===== config.mk =====
export PLATFORM = sky130hd
export DESIGN_NAME = xc20xx_clb_cfg
export DESIGN_NICKNAME = d
export VERILOG_FILES = /design/src/rtl/xc20xx_clb_cfg.sv
export SDC_FILE = /design/constraint.sdc
export NUM_CORES = 1
export LEC_CHECK = 0
export BUFFER_PORTS_ARGS = -buffer_cell sky130_fd_sc_hd__clkbuf_2
export CORE_MARGIN = 4
export CORE_UTILIZATION = 50
export CTS_CLUSTER_DIAMETER = 100
export DETAILED_ROUTE_END_ITERATION = 7
export PLACE_DENSITY_LB_ADDON = 0.1
export RECOVER_POWER = 25
export SETUP_SLACK_MARGIN = 0.4
export SYNTH_ARGS = -nofsm -noshare
export SYNTH_HDL_FRONTEND = slang
export SYNTH_SLANG_ARGS = --single-unit
export TNS_END_PERCENT = 30

===== constraint.sdc =====
create_clock -name K -period 1.7 [get_ports K]
set_input_delay 0.34 -clock K [delete_from_list [all_inputs] [get_ports K]]
set_output_delay 0.34 -clock K [all_outputs]
set_load 0.03 [all_outputs]

===== src/rtl/xc20xx_clb_cfg.sv =====
// -----------------------------------------------------------------------------
// xc20xx_clb_cfg
//
// Run-time configurable CLB tile primitive. Two LUT_K-input LUTs (F, G), an
// optional F/G wide-function mux, one clock-enabled storage flop (Q) and X/Y
// output selects. All of these are controlled by a configuration word that is
// shifted in serially, MSB first.
//
// A shadow register collects the incoming word while the active word keeps
// driving the datapath. The new word is copied into the active register as
// one atomic step, so the logic outputs never see a partially loaded word.
//
// Config word, MSB..LSB:
//   {F_INIT[2**LUT_K-1:0], G_INIT[2**LUT_K-1:0], MUX_FG, DSEL, CESEL,
//    XSEL[1:0], YSEL[1:0]}
//
// Ports
//   K          clock, rising edge
//   RST_N      asynchronous active-low reset
//   IN         logic inputs; IN[LUT_K-1:0] = LUT address,
//              IN[LUT_K] = F/G mux select and flop enable
//   X, Y       selected outputs (0=F, 1=G, 2=Q, 3=const 0); 0 until configured
//   CFG_START  pulse: begin or restart loading a word
//   CFG_VALID  CFG_DIN carries a valid bit
//   CFG_READY  a bit is accepted this cycle (high only while shifting)
//   CFG_DIN    serial configuration bit
//   CFG_DONE   one-cycle pulse when the new word becomes active
//   CFG_OK     level: at least one word committed since reset
// -----------------------------------------------------------------------------
module xc20xx_clb_cfg #(
    parameter int LUT_K = 3
) (
    input  logic           K,
    input  logic           RST_N,
    input  logic [LUT_K:0] IN,
    output logic           X,
    output logic           Y,
    input  logic           CFG_START,
    input  logic           CFG_VALID,
    output logic           CFG_READY,
    input  logic           CFG_DIN,
    output logic           CFG_DONE,
    output logic           CFG_OK
);

    localparam int LUT_N = 2 ** LUT_K;
    localparam int CFG_W = 2 * LUT_N + 7;
    localparam int CNT_W = $clog2(CFG_W);

    localparam logic [1:0] ST_IDLE   = 2'd0;
    localparam logic [1:0] ST_SHIFT  = 2'd1;
    localparam logic [1:0] ST_COMMIT = 2'd2;

    logic [1:0]       state_q,  state_d;
    logic [CNT_W-1:0] cnt_q,    cnt_d;
    logic [CFG_W-1:0] shadow_q, shadow_d;
    logic [CFG_W-1:0] active_q, active_d;
    logic             commit_q, commit_d;   // COMMIT state seen last cycle
    logic             ok_q,     ok_d;
    logic             done_q,   done_d;
    logic             q_q,      q_d;

    // Fields of the active configuration word.
    logic [LUT_N-1:0] f_init;
    logic [LUT_N-1:0] g_init;
    logic             mux_fg;
    logic             dsel;
    logic             cesel;
    logic [1:0]       xsel;
    logic [1:0]       ysel;

    assign f_init = active_q[CFG_W-1 -: LUT_N];
    assign g_init = active_q[CFG_W-1-LUT_N -: LUT_N];
    assign mux_fg = active_q[6];
    assign dsel   = active_q[5];
    assign cesel  = active_q[4];
    assign xsel   = active_q[3:2];
    assign ysel   = active_q[1:0];

    // Datapath, purely combinational from the active word.
    logic [LUT_K-1:0] lut_idx;
    logic             f_lut;
    logic             g_val;
    logic             f_val;
    logic             ce;

    assign lut_idx = IN[LUT_K-1:0];
    assign f_lut   = f_init[lut_idx];
    assign g_val   = g_init[lut_idx];
    assign f_val   = (mux_fg && IN[LUT_K]) ? g_val : f_lut;
    assign ce      = cesel ? IN[LUT_K] : 1'b1;

    function automatic logic out_sel(input logic [1:0] sel, input logic f,
                                     input logic g, input logic q);
        logic r;
        case (sel)
            2'd0:    r = f;
            2'd1:    r = g;
            2'd2:    r = q;
            default: r = 1'b0;
        endcase
        return r;
    endfunction

    always_comb begin
        // NOTE: every variable gets a default before the case so that no path
        // leaves it unassigned, which would otherwise infer a latch.
        state_d  = state_q;
        cnt_d    = cnt_q;
        shadow_d = shadow_q;
        active_d = active_q;
        commit_d = 1'b0;
        ok_d     = ok_q;
        done_d   = 1'b0;
        q_d      = q_q;

        case (state_q)
            ST_IDLE: begin
                if (CFG_START) begin
                    state_d = ST_SHIFT;
                    cnt_d   = '0;
                end
            end
            ST_SHIFT: begin
                // A restart wins over a simultaneous data bit.
                if (CFG_START) begin
                    cnt_d = '0;
                end else if (CFG_VALID) begin
                    shadow_d = {shadow_q[CFG_W-2:0], CFG_DIN};
                    if (cnt_q == CNT_W'(CFG_W - 1)) begin
                        state_d = ST_COMMIT;
                        cnt_d   = '0;
                    end else begin
                        cnt_d = cnt_q + CNT_W'(1);
                    end
                end
            end
            ST_COMMIT: begin
                // Not abortable: CFG_START is ignored here.
                state_d  = ST_IDLE;
                commit_d = 1'b1;
            end
            default: state_d = ST_IDLE;
        endcase

        // The copy lands one edge after COMMIT, so the new word drives X/Y two
        // edges after the last bit and CFG_DONE marks that same cycle. The
        // shadow cannot change in between: shifting restarts no earlier than
        // the copy edge itself.
        if (commit_q) begin
            active_d = shadow_q;
            ok_d     = 1'b1;
            done_d   = 1'b1;
        end

        // Q runs on the word active at this edge; a commit does not clear it.
        if (ok_q && ce) begin
            q_d = dsel ? g_val : f_val;
        end
    end

    always_ff @(posedge K or negedge RST_N) begin
        if (!RST_N) begin
            state_q  <= ST_IDLE;
            cnt_q    <= '0;
            shadow_q <= '0;
            active_q <= '0;
            commit_q <= 1'b0;
            ok_q     <= 1'b0;
            done_q   <= 1'b0;
            q_q      <= 1'b0;
        end else begin
            // NOTE: non-blocking assignments so that every flop samples the
            // values from before this edge, regardless of statement order.
            state_q  <= state_d;
            cnt_q    <= cnt_d;
            shadow_q <= shadow_d;
            active_q <= active_d;
            commit_q <= commit_d;
            ok_q     <= ok_d;
            done_q   <= done_d;
            q_q      <= q_d;
        end
    end

    assign CFG_READY = (state_q == ST_SHIFT);
    assign CFG_DONE  = done_q;
    assign CFG_OK    = ok_q;
    assign X         = ok_q ? out_sel(xsel, f_val, g_val, q_q) : 1'b0;
    assign Y         = ok_q ? out_sel(ysel, f_val, g_val, q_q) : 1'b0;

endmodule


==> flow_metrics.env, run 1 <==
export IMPL_status="complete, but fails checks"
export IMPL_violations="setup timing"
export IMPL_slew_viol_final=0
export IMPL_cap_violations=0
export IMPL_combinationalPowerShare=0.134
export IMPL_multi_input_area_sq_um=1160
export IMPL_regArea_sq_um=1430
export IMPL_synth_warnings=0
export IMPL_leakagePower_nw=1.51
export IMPL_min_path_type="in2reg"
export IMPL_vdd_drop_max_uv=703
export IMPL_worst_slew_pin_slew_ns=1.09
export IMPL_required_ns=1.36
export IMPL_clkPwrFrac=0.388
export IMPL_num_rows=25
export IMPL_clk_pin_slew_worst_paths_ns=0.06
export IMPL_hp_start="CFG_DIN"
export IMPL_p_seq_frac=0.478
export IMPL_r2r_start="active_q[14]$_DFFE_PN0P_"
export IMPL_cpPeakStageDelay_ns=0.47
export IMPL_chipWidth_um=77.9
export IMPL_worst_slack_ns=-0.468
export IMPL_hpwlAfterDp_um=2870
export IMPL_core_area_sq_um=4720
export IMPL_grt_overflow_total=0
export IMPL_antenna_found_initial=0
export IMPL_num_antenna_cells=0
export IMPL_avgSynthCellArea_sq_um=14.0
export IMPL_syn_instance_count=174
export IMPL_endpoint_kind="primary output"
export IMPL_die_area_sq_um=6060
export IMPL_first_pass_iters=4
export IMPL_finalHoldViolCount=0
export IMPL_start_util=0.517
export IMPL_rsz0062_at_grt="true"
export IMPL_nFillCells=334
export IMPL_crit_family="multiplexers"
export IMPL_arrival_ns=1.83
export IMPL_path_cells="mux4_2, mux2_4, o2111ai_2, o211ai_1, buf_4"
export IMPL_avgRoutedWirePerCell_um=16.2
export IMPL_start_kind="flop"
export IMPL_area_growth_pct=31.6
export IMPL_dpl_instance_area_sq_um=2710
export IMPL_numCtsBuffers=9
export IMPL_finalInstanceArea_sq_um=3210
export IMPL_finalNetCount=220
export IMPL_drc_errors=0
export IMPL_grt_pass1_wl_um=8110
export IMPL_finalClockSkew_ns=0.00911
export IMPL_grt_max_degree=41
export IMPL_clockBufferDepth=2
export IMPL_crit_type="reg2out"
export IMPL_slowest_stage="mux4_2"
export IMPL_seq_area_frac_synth=0.585
export IMPL_wirelength_um=4560
export IMPL_drive_gt1_frac=0.523
export IMPL_cts_sinks=57
export IMPL_crit_start="active_q[14]$_DFFE_PN0P_"
export IMPL_clkLatencyLatePin_ns=0.33
export IMPL_clock_tree_root_cell="clkbuf_8"
export IMPL_viasPerCell=5.26
export IMPL_min_period_ns=2.17
export IMPL_grt_pass1_vias=1633
export IMPL_die_h_um=77.9
export IMPL_p_int_mw=2.75
export IMPL_syn_nets=185
export IMPL_antenna_left=0
export IMPL_cts_tree="built"
export IMPL_htreeDepth=3
export IMPL_ys_types=34
export IMPL_layout_common_cells="dfrtp_1 (55), mux2_4 (24), mux2_2 (21)"
export IMPL_timing_fmax_mhz=461
export IMPL_period_share=1.28
export IMPL_io_buffers=13
export IMPL_num_vias=1477
export IMPL_cp_max_fo=3
export IMPL_setup_viol=2
export IMPL_swShare=0.230
export IMPL_power_density_nw_per_um2=1110
export IMPL_power_mw=3.57
export IMPL_drt_iter0_drc=70
export IMPL_path_buf_inv=1
export IMPL_grt_usage=0.177
export IMPL_gp_congestion=0.774
export IMPL_io_pins=14
export IMPL_synth_seq_cells=57
export IMPL_relSlewSlack=0.273
export IMPL_p_sw_uw=820
export IMPL_synth_area_sq_um=2440
export IMPL_final_common_cell="dfrtp_1"
export IMPL_hold_ws_ns=0.249
==> through the flow <==
stage                     utilization  setup TNS [ns]  setup slack, ns  cells
after floorplan                     -          -0.404           -0.211    174
after global placement          0.574          -0.552           -0.285    257
after detailed placement        0.574          -0.586           -0.309    257
after CTS                       0.667           -1.01           -0.513    280
after global routing            0.680           -1.78           -0.538    281
final                           0.680          -0.927           -0.468    281
==> synth_stat cells (all sizes together) <==
master,instances,area share
dfrtp,57,0.58
clkbuf,2,0.0031
nor4b,2,0.0072
nand2b,1,0.0026
o21a,1,0.0031
o2111ai,1,0.0036
a21oi,2,0.0041
or2,1,0.0026
nand2,7,0.011
nor2,9,0.014
nand3,2,0.0041
xnor2,4,0.014
mux4,2,0.018
nor3b,2,0.0082
mux2i,4,0.016
nor2b,4,0.011
inv,4,0.0062
a22oi,1,0.0031
ha,2,0.010
nand4b,3,0.011
a211oi,1,0.0031
o211ai,3,0.011
or3b,1,0.0036
o21ai,4,0.0082
and2,2,0.0051
nand3b,2,0.0062
buf,4,0.012
or4b,1,0.0041
mux2,45,0.21
==> worst reg2reg max path: stages (launching register included) <==
cell and delay, ns:
dfrtp_1 0.38, mux4_2 0.47, mux2_4 0.30, or3b_1 0.20
o211ai_2 0.07
==> repair_timing <==
action,4_1_cts,5_1_grt
resized for setup,32,17
hold endpoints to repair,17,0
setup endpoints to repair,30,34
gates cloned,2,0
pin swaps,6,14
hold buffers,1,0
buffers inserted,4,1
==> flip-flops by register name, summed over array words and instances (netlist names) <==
signal	count
active_q	23
CFG_DONE	1
shadow_q	23
cnt_q	5
commit_q	1
CFG_OK	1
state_q	2
q_q	1
==> worst paths after layout <==
| path | endpoint | slack, ns | depth (start not counted) |
|---|---|---|---|
| setup / recovery | Y | -0.47 | 5 |
| hold reg to reg | active_q[12]$_DFFE_PN0P_ | 0.50 | 1 |
| min in group asynchronous | state_q[1]$_DFFE_PN0P_ | 0.74 | 2 |
| max in group asynchronous | shadow_q[4]$_DFFE_PN0P_ | 0.20 | 3 |
| hold / removal | shadow_q[0]$_DFFE_PN0P_ | 0.25 | 2 |
| setup reg to reg | q_q$_DFFE_PN0P_ | 0.17 | 4 |
==> cells by family after synthesis <==
| group | share of synthesized area |
|---|---|
| AND/OR/NAND/NOR | 0.0903 |
| XOR/XNOR | 0.0144 |
| adder cells (fa/ha/maj) | 0.0103 |
| AO/OA/AOI/OAI | 0.0364 |
| multiplexers | 0.243 |
| flip-flops | 0.585 |
| buffers and inverters | 0.0215 |
==> power by group through the flow <==
stage | Sequential, mW | Clock, mW | Combinational (mW)
3_5_place_dp | 1.72 | 0 | 0.383
4_1_cts | 1.70 | 1.41 | 0.460
5_1_grt | 1.74 | 1.47 | 0.520
6_report | 1.71 | 1.38 | 0.480
2_1_floorplan | 1.66 | 0 | 0.304
3_3_place_gp | 1.71 | 0 | 0.370
==> layer usage <==
| metal | up-vias | share of wire | global-route usage |
|---|---|---|---|
| li1 | 688 | - | - |
| met1 | 755 | 0.45 | 0.220 |
| met3 | 9 | 0.039 | 0.0580 |
| met2 | 25 | 0.49 | 0.277 |
| met5 | - | 0 | 0 |
| met4 | 0 | 0.022 | 0.0872 |
==> cell type report <==
type / count / area share
sequential: 57 / 0.445
multi-input combinational: 107 / 0.362
clock inverter: 1 / 0.00935
tap: 67 / 0.0261
inverter: 4 / 0.00468
timing repair buffer: 30 / 0.0912
clock buffer: 15 / 0.0612
No activity file was read; power rests on OpenSTA's default activity.
==> run 2: changes to the inputs <==
Settings changed: CTS_BUF_LIST set to sky130_fd_sc_hd__clkbuf_8 sky130_fd_sc_hd__clkbuf_16.
==> run 2 against run 1 <==
Power is 0.16% lower. Cell count did not move. Cell area stayed put. The run still ends with setup timing left. Hold slack unchanged. Largest cell class unchanged. Non-clock buffer count did not move.
==> flow_metrics.env, run 2 (synthesis gave the netlist of run 1 again) <==
export IMPL_die_area_sq_um=6060
export IMPL_grt_pass1_wl_um=8110
export IMPL_grt_pass1_vias=1633
export IMPL_relSlewSlack=0.273
export IMPL_cts_sinks=57
export IMPL_period_share=1.28
export IMPL_num_vias=1477
export IMPL_swShare=0.230
export IMPL_cap_violations=0
export IMPL_clock_tree_root_cell="clkbuf_8"
export IMPL_slowest_stage="mux4_2"
export IMPL_gp_congestion=0.774
export IMPL_io_buffers=13
export IMPL_die_h_um=77.9
export IMPL_finalHoldViolCount=0
export IMPL_hold_ws_ns=0.249
export IMPL_io_pins=14
export IMPL_cp_max_fo=3
export IMPL_path_cells="mux4_2, mux2_4, o2111ai_2, o211ai_1, buf_4"
export IMPL_clkPwrFrac=0.387
export IMPL_power_density_nw_per_um2=1110
export IMPL_vdd_drop_max_uv=703
export IMPL_hpwlAfterDp_um=2870
export IMPL_viasPerCell=5.26
export IMPL_power_mw=3.57
export IMPL_rsz0062_at_grt="true"
export IMPL_cts_tree="built"
export IMPL_finalCoreUtilization=0.680
export IMPL_endpoint_kind="primary output"
export IMPL_cpPeakStageDelay_ns=0.47
export IMPL_start_kind="flop"
export IMPL_required_ns=1.36
export IMPL_path_buf_inv=1
export IMPL_p_int_mw=2.75
export IMPL_p_seq_frac=0.479
export IMPL_finalClockSkew_ns=0.00911
export IMPL_crit_family="multiplexers"
export IMPL_combinationalPowerShare=0.135
export IMPL_finalNetCount=220
export IMPL_numCtsBuffers=9
export IMPL_clk_pin_slew_worst_paths_ns=0.06
export IMPL_num_rows=25
export IMPL_p_sw_uw=820
export IMPL_clockBufferDepth=2
export IMPL_num_antenna_cells=0
export IMPL_slew_viol_final=0
export IMPL_worst_slew_pin_slew_ns=1.09
export IMPL_grt_usage=0.177
export IMPL_avgRoutedWirePerCell_um=16.2
export IMPL_final_common_cell="dfrtp_1"
export IMPL_first_pass_iters=4
export IMPL_status="complete, but fails checks"
export IMPL_arrival_ns=1.83
export IMPL_top_regs="active_q: 23 flops, shadow_q: 23 flops, cnt_q: 5 flops"
export IMPL_htreeDepth=3
export IMPL_layout_common_cells="dfrtp_1 (55), mux2_4 (24), mux2_2 (21)"
export IMPL_setup_viol=2
export IMPL_area_growth_pct=31.6
export IMPL_wirelength_um=4560
export IMPL_antenna_found_initial=0
export IMPL_antenna_left=0
export IMPL_clkLatencyLatePin_ns=0.33
export IMPL_grt_max_degree=41
export IMPL_core_area_sq_um=4720
export IMPL_min_path_type="in2reg"
export IMPL_timing_fmax_mhz=461
export IMPL_leakagePower_nw=1.52
export IMPL_min_period_ns=2.17
export IMPL_drive_gt1_frac=0.523
export IMPL_start_util=0.517
export IMPL_crit_type="reg2out"
export IMPL_drc_errors=0
export IMPL_violations="setup timing"
export IMPL_worst_slack_ns=-0.468
export IMPL_chipWidth_um=77.9
export IMPL_grt_overflow_total=0
export IMPL_drt_iter0_drc=70
-- run 2: cell count changes in the layout (fill, tap and decap cells not counted) --
cell and change:
clkbuf_1 -1, inv_1 +1
-- run 2: worst paths after layout --
kind / from / endpoint / slack (ns) / cells past startpoint
worst min-delay path: CFG_DIN / shadow_q[0]$_DFFE_PN0P_ / 0.25 / 2
max in group asynchronous: RST_N / shadow_q[4]$_DFFE_PN0P_ / 0.20 / 3
worst max-delay path: active_q[14]$_DFFE_PN0P_ / Y / -0.47 / 5
worst min register to register: active_q[12]$_DFFE_PN0P_ / active_q[12]$_DFFE_PN0P_ / 0.50 / 1
worst max register to register: active_q[14]$_DFFE_PN0P_ / q_q$_DFFE_PN0P_ / 0.17 / 4
min in group asynchronous: RST_N / state_q[1]$_DFFE_PN0P_ / 0.74 / 2
-- run 2: metrics by stage --
| stage | cells | setup TNS (ns) | cell area [sq um] | worst slack [ns] |
|---|---|---|---|---|
| after floorplan | 174 | -0.404 | 2510 | -0.211 |
| after global placement | 257 | -0.552 | 2710 | -0.285 |
| after detailed placement | 257 | -0.586 | 2710 | -0.309 |
| after CTS | 280 | -1.01 | 3150 | -0.513 |
| after global routing | 281 | -1.78 | 3210 | -0.538 |
| final | 281 | -0.927 | 3210 | -0.468 |
-- run 2: power by group through the flow --
stage          combinational [mW]  clock (mW)  sequential (mW)
6_report                    0.480        1.38             1.71
4_1_cts                     0.460        1.41             1.70
2_1_floorplan               0.304           0             1.66
3_5_place_dp                0.383           0             1.72
5_1_grt                     0.520        1.46             1.74
3_3_place_gp                0.370           0             1.71
-- run 2: layout make-up --
type	instances	area, sq um
tap	67	83.8
fill	334	1510
inverter	4	15.0
clock buffer	14	193
multi-input combinational	107	1160
timing repair buffer	30	293
clock inverter	2	33.8
sequential	57	1430
-- run 2: worst register-to-register path, delay by kind of cell (launching register included) --
kind / cells / cell delay, ns
mux: 2 / 0.77
compound gates: 1 / 0.07
flops: 1 / 0.38
simple gates: 1 / 0.20
-- run 2: repair_timing --
item	in CTS	in global routing
endpoints found under the hold margin	17	0
pin swaps	6	14
hold buffers	1	0
gates resized for setup	32	17
setup buffers	4	1
endpoints found under the setup margin	30	34
gates cloned	2	0
-- run 2: per-layer routing --
layer / global-route usage / routed length (um) / up-vias
li1: - / - / 688
met1: 0.220 / 2050 / 755
met2: 0.277 / 2230 / 25
met3: 0.0580 / 179 / 9
met4: 0.0872 / 99 / 0
met5: 0 / 0 / -
==> run 3: changes to the inputs <==
Settings changed: ABC_AREA set to 1, CTS_BUF_LIST sky130_fd_sc_hd__clkbuf_8 sky130_fd_sc_hd__clkbuf_16 to sky130_fd_sc_hd__clkbuf_4.
==> run 3 against run 2 <==
The flow still finishes with violations (setup timing). Hold slack got worse by 0.098 ns. Count of clock-buffer cells in the layout decreased by 5. Cell area increased by 10%. Wire length increased by 25%.
==> flow_metrics.env, run 3 <==
export IMPL_status="complete, but fails checks"
export IMPL_io_buffers=13
export IMPL_arrival_ns=1.58
export IMPL_syn_instance_count=304
export IMPL_finalClockSkew_ns=0.0144
export IMPL_p_seq_frac=0.534
export IMPL_finalNetCount=360
export IMPL_avgSynthCellArea_sq_um=8.42
export IMPL_gp_congestion=0.863
export IMPL_min_period_ns=1.92
export IMPL_synth_flop_cell="dfrtp_1"
export IMPL_die_area_sq_um=6330
export IMPL_required_ns=1.36
export IMPL_first_pass_iters=4
export IMPL_yosys_area_top_type="dfrtp_1"
export IMPL_synth_seq_cells=57
export IMPL_num_rows=25
export IMPL_core_area_sq_um=4850
export IMPL_cpPeakStageDelay_ns=0.36
export IMPL_power_density_nw_per_um2=854
export IMPL_grt_pass1_vias=2002
export IMPL_syn_nets=315
export IMPL_hold_ws_ns=0.151
export IMPL_wirelength_um=5680
export IMPL_clockBufferDepth=2
export IMPL_relSlewSlack=0.490
export IMPL_clock_tree_root_cell="clkbuf_4"
export IMPL_antenna_found_initial=0
export IMPL_violations="setup timing"
export IMPL_io_pins=14
export IMPL_slew_viol_final=0
export IMPL_num_vias=2105
export IMPL_synth_area_sq_um=2560
export IMPL_viasPerCell=5.00
export IMPL_start_util=0.528
export IMPL_cts_tree="built"
export IMPL_synth_most_common_cell="nand2_1"
export IMPL_worst_slack_ns=-0.224
export IMPL_synth_top_area_frac=0.557
export IMPL_p_int_mw=2.11
export IMPL_finalHoldViolCount=0
export IMPL_clkPwrFrac=0.321
export IMPL_chipWidth_um=79.6
export IMPL_drc_errors=0
export IMPL_start_kind="flop"
export IMPL_drive_gt1_frac=0.421
export IMPL_grt_overflow_total=0
export IMPL_p_sw_uw=914
export IMPL_crit_type="reg2out"
export IMPL_clk_pin_slew_worst_paths_ns=0.11
export IMPL_hpwlAfterDp_um=3330
export IMPL_timing_fmax_mhz=520
export IMPL_crit_family="simple AND/OR/NAND/NOR gates"
export IMPL_leakagePower_nw=1.84
export IMPL_htreeDepth=3
export IMPL_synth_warnings=0
export IMPL_antenna_left=0
export IMPL_avgRoutedWirePerCell_um=13.5
export IMPL_slowest_stage="dfrtp_1"
export IMPL_die_h_um=79.6
export IMPL_min_path_type="in2reg"
export IMPL_path_cells="inv_2, nand2_2, nand3_2, nand3_2, nand2_2, nand2_4, nand3_4, a21oi_4, buf_8"
export IMPL_grt_max_degree=58
export IMPL_synth_edf_count=0
export IMPL_tns_ns=-0.583
export IMPL_seq_area_frac_synth=0.557
export IMPL_top_regs="active_q: 23 flops, shadow_q: 23 flops, cnt_q: 5 flops"
export IMPL_ys_types=23
export IMPL_drt_iter0_drc=120
export IMPL_final_common_cell="nand2_1"
export IMPL_area_growth_pct=38.4
export IMPL_cp_max_fo=3
export IMPL_num_antenna_cells=0
export IMPL_worst_slew_pin_slew_ns=0.766
export IMPL_power_mw=3.03
export IMPL_setup_viol=3
export IMPL_yosys_top_cells_count="nand2_1 (128), dfrtp_1 (57), inv_1 (30)"
export IMPL_cts_sinks=57
export IMPL_vdd_drop_max_uv=674
export IMPL_clkLatencyLatePin_ns=0.40
export IMPL_numCtsBuffers=9
export IMPL_layout_common_cells="nand2_1 (78), dfrtp_1 (55), nand2_2 (31)"
export IMPL_grt_pass1_wl_um=9160
export IMPL_period_share=1.13
export IMPL_swShare=0.302
export IMPL_path_buf_inv=2
export IMPL_rsz0062_at_grt="true"
export IMPL_combinationalPowerShare=0.144
export IMPL_synth_area_top_cells="dfrtp_1 (56%), nand2_1 (19%), nand3_1 (4.5%), o21ai_0 (4.5%), inv_1 (4.4%)"
export IMPL_cap_violations=0
export IMPL_endpoint_kind="primary output"
export IMPL_nFillCells=364
export IMPL_grt_usage=0.190
export IMPL_ys_async_sr_fraction=1.00
[run 3: cell types whose count changed in the layout (fill, tap and decap cells not counted), sizes merged, moves of 4 or more]
cell / change
buf: +12
clkbuf: -6
clkinv: +5
clkinvlp: +4
inv: +29
mux2: -45
mux2i: -4
nand2: +122
nand3: +21
nor2: +4
nor2b: -4
o21ai: +23
xnor2: -4
[run 3: worst paths after layout]
check                      cells past startpoint  slack [ns]                  endpoint                      from
min                                            3        0.15   shadow_q[0]$_DFFE_PN0P_                   CFG_DIN
max in group asynchronous                      3        0.49        commit_q$_DFF_PN0_                     RST_N
max reg2reg                                   15       -0.14           q_q$_DFFE_PN0P_  active_q[14]$_DFFE_PN0P_
max                                            9       -0.22                         X  active_q[14]$_DFFE_PN0P_
min in group asynchronous                      3        0.65  active_q[11]$_DFFE_PN0P_                     RST_N
min reg2reg                                    2        0.50   active_q[6]$_DFFE_PN0P_   active_q[6]$_DFFE_PN0P_
[run 3: cell families (layout without fill, tap and decap cells)]
kind of cell,count (synthesis),in the layout,share of synthesized area
simple gates,167,167,0.275
flops,57,57,0.557
buf+inv,44,94,0.0787
compound gates,33,33,0.0762
fa+ha+maj,2,2,0.00977
xor+xnor,1,1,0.00342
[run 3: worst reg2reg max path, stage by stage, from the launching register on]
cell     delay, ns
dfrtp_1       0.36
inv_2         0.04
nand2_2       0.05
nand3_2       0.07
nand3_2       0.09
nand2_2       0.09
buf_4         0.14
buf_4         0.12
buf_4         0.12
buf_4         0.12
buf_4         0.12
buf_4         0.12
buf_4         0.12
a21oi_2       0.10
nand2_1       0.06
nand2_1       0.06
[run 3: routing by layer]
| layer | up-vias | part of all wire | global-route usage |
|---|---|---|---|
| met3 | 9 | 0.040 | 0.0485 |
| met5 | - | 0 | 0 |
| met4 | 0 | 0.016 | 0.0773 |
| met1 | 1018 | 0.45 | 0.250 |
| li1 | 1042 | - | - |
| met2 | 36 | 0.50 | 0.301 |
[run 3: area by class of cell]
cell class,count,area (sq um),share of cell area
multi-input combinational,203,1280,0.361
timing repair buffer,41,425,0.120
timing repair inverter,2,32.5,0.00918
clock buffer,9,67.6,0.0191
sequential,57,1430,0.403
inverter,35,155,0.0438
tap,67,83.8,0.0237
clock inverter,7,71.3,0.0201
[run 3: repair_timing]
item	CTS	global route
setup buffers	11	8
pin swaps	38	44
hold buffers	1	0
gates cloned	1	3
resized for setup	49	74
endpoints found under the hold margin	57	0
endpoints found under the setup margin	25	38
[run 3: metrics by stage]
step,util,cells,setup WS [ns],instance area (sq um)
finish,0.731,421,-0.224,3540
global route,0.731,421,-0.359,3540
CTS,0.655,410,-0.240,3180
detailed placement,0.572,381,-0.103,2780
global placement,0.572,381,-0.0697,2780
floorplan,-,304,0.193,2650
[run 3: power by group through the flow]
stage                     Clock (mW)  Combinational, mW  Sequential, mW
final                          0.972              0.437            1.62
after global routing            1.08              0.491            1.63
after CTS                      0.999              0.327            1.57
after detailed placement           0              0.268            1.58
after global placement             0              0.260            1.58
after floorplan                    0              0.193            1.56
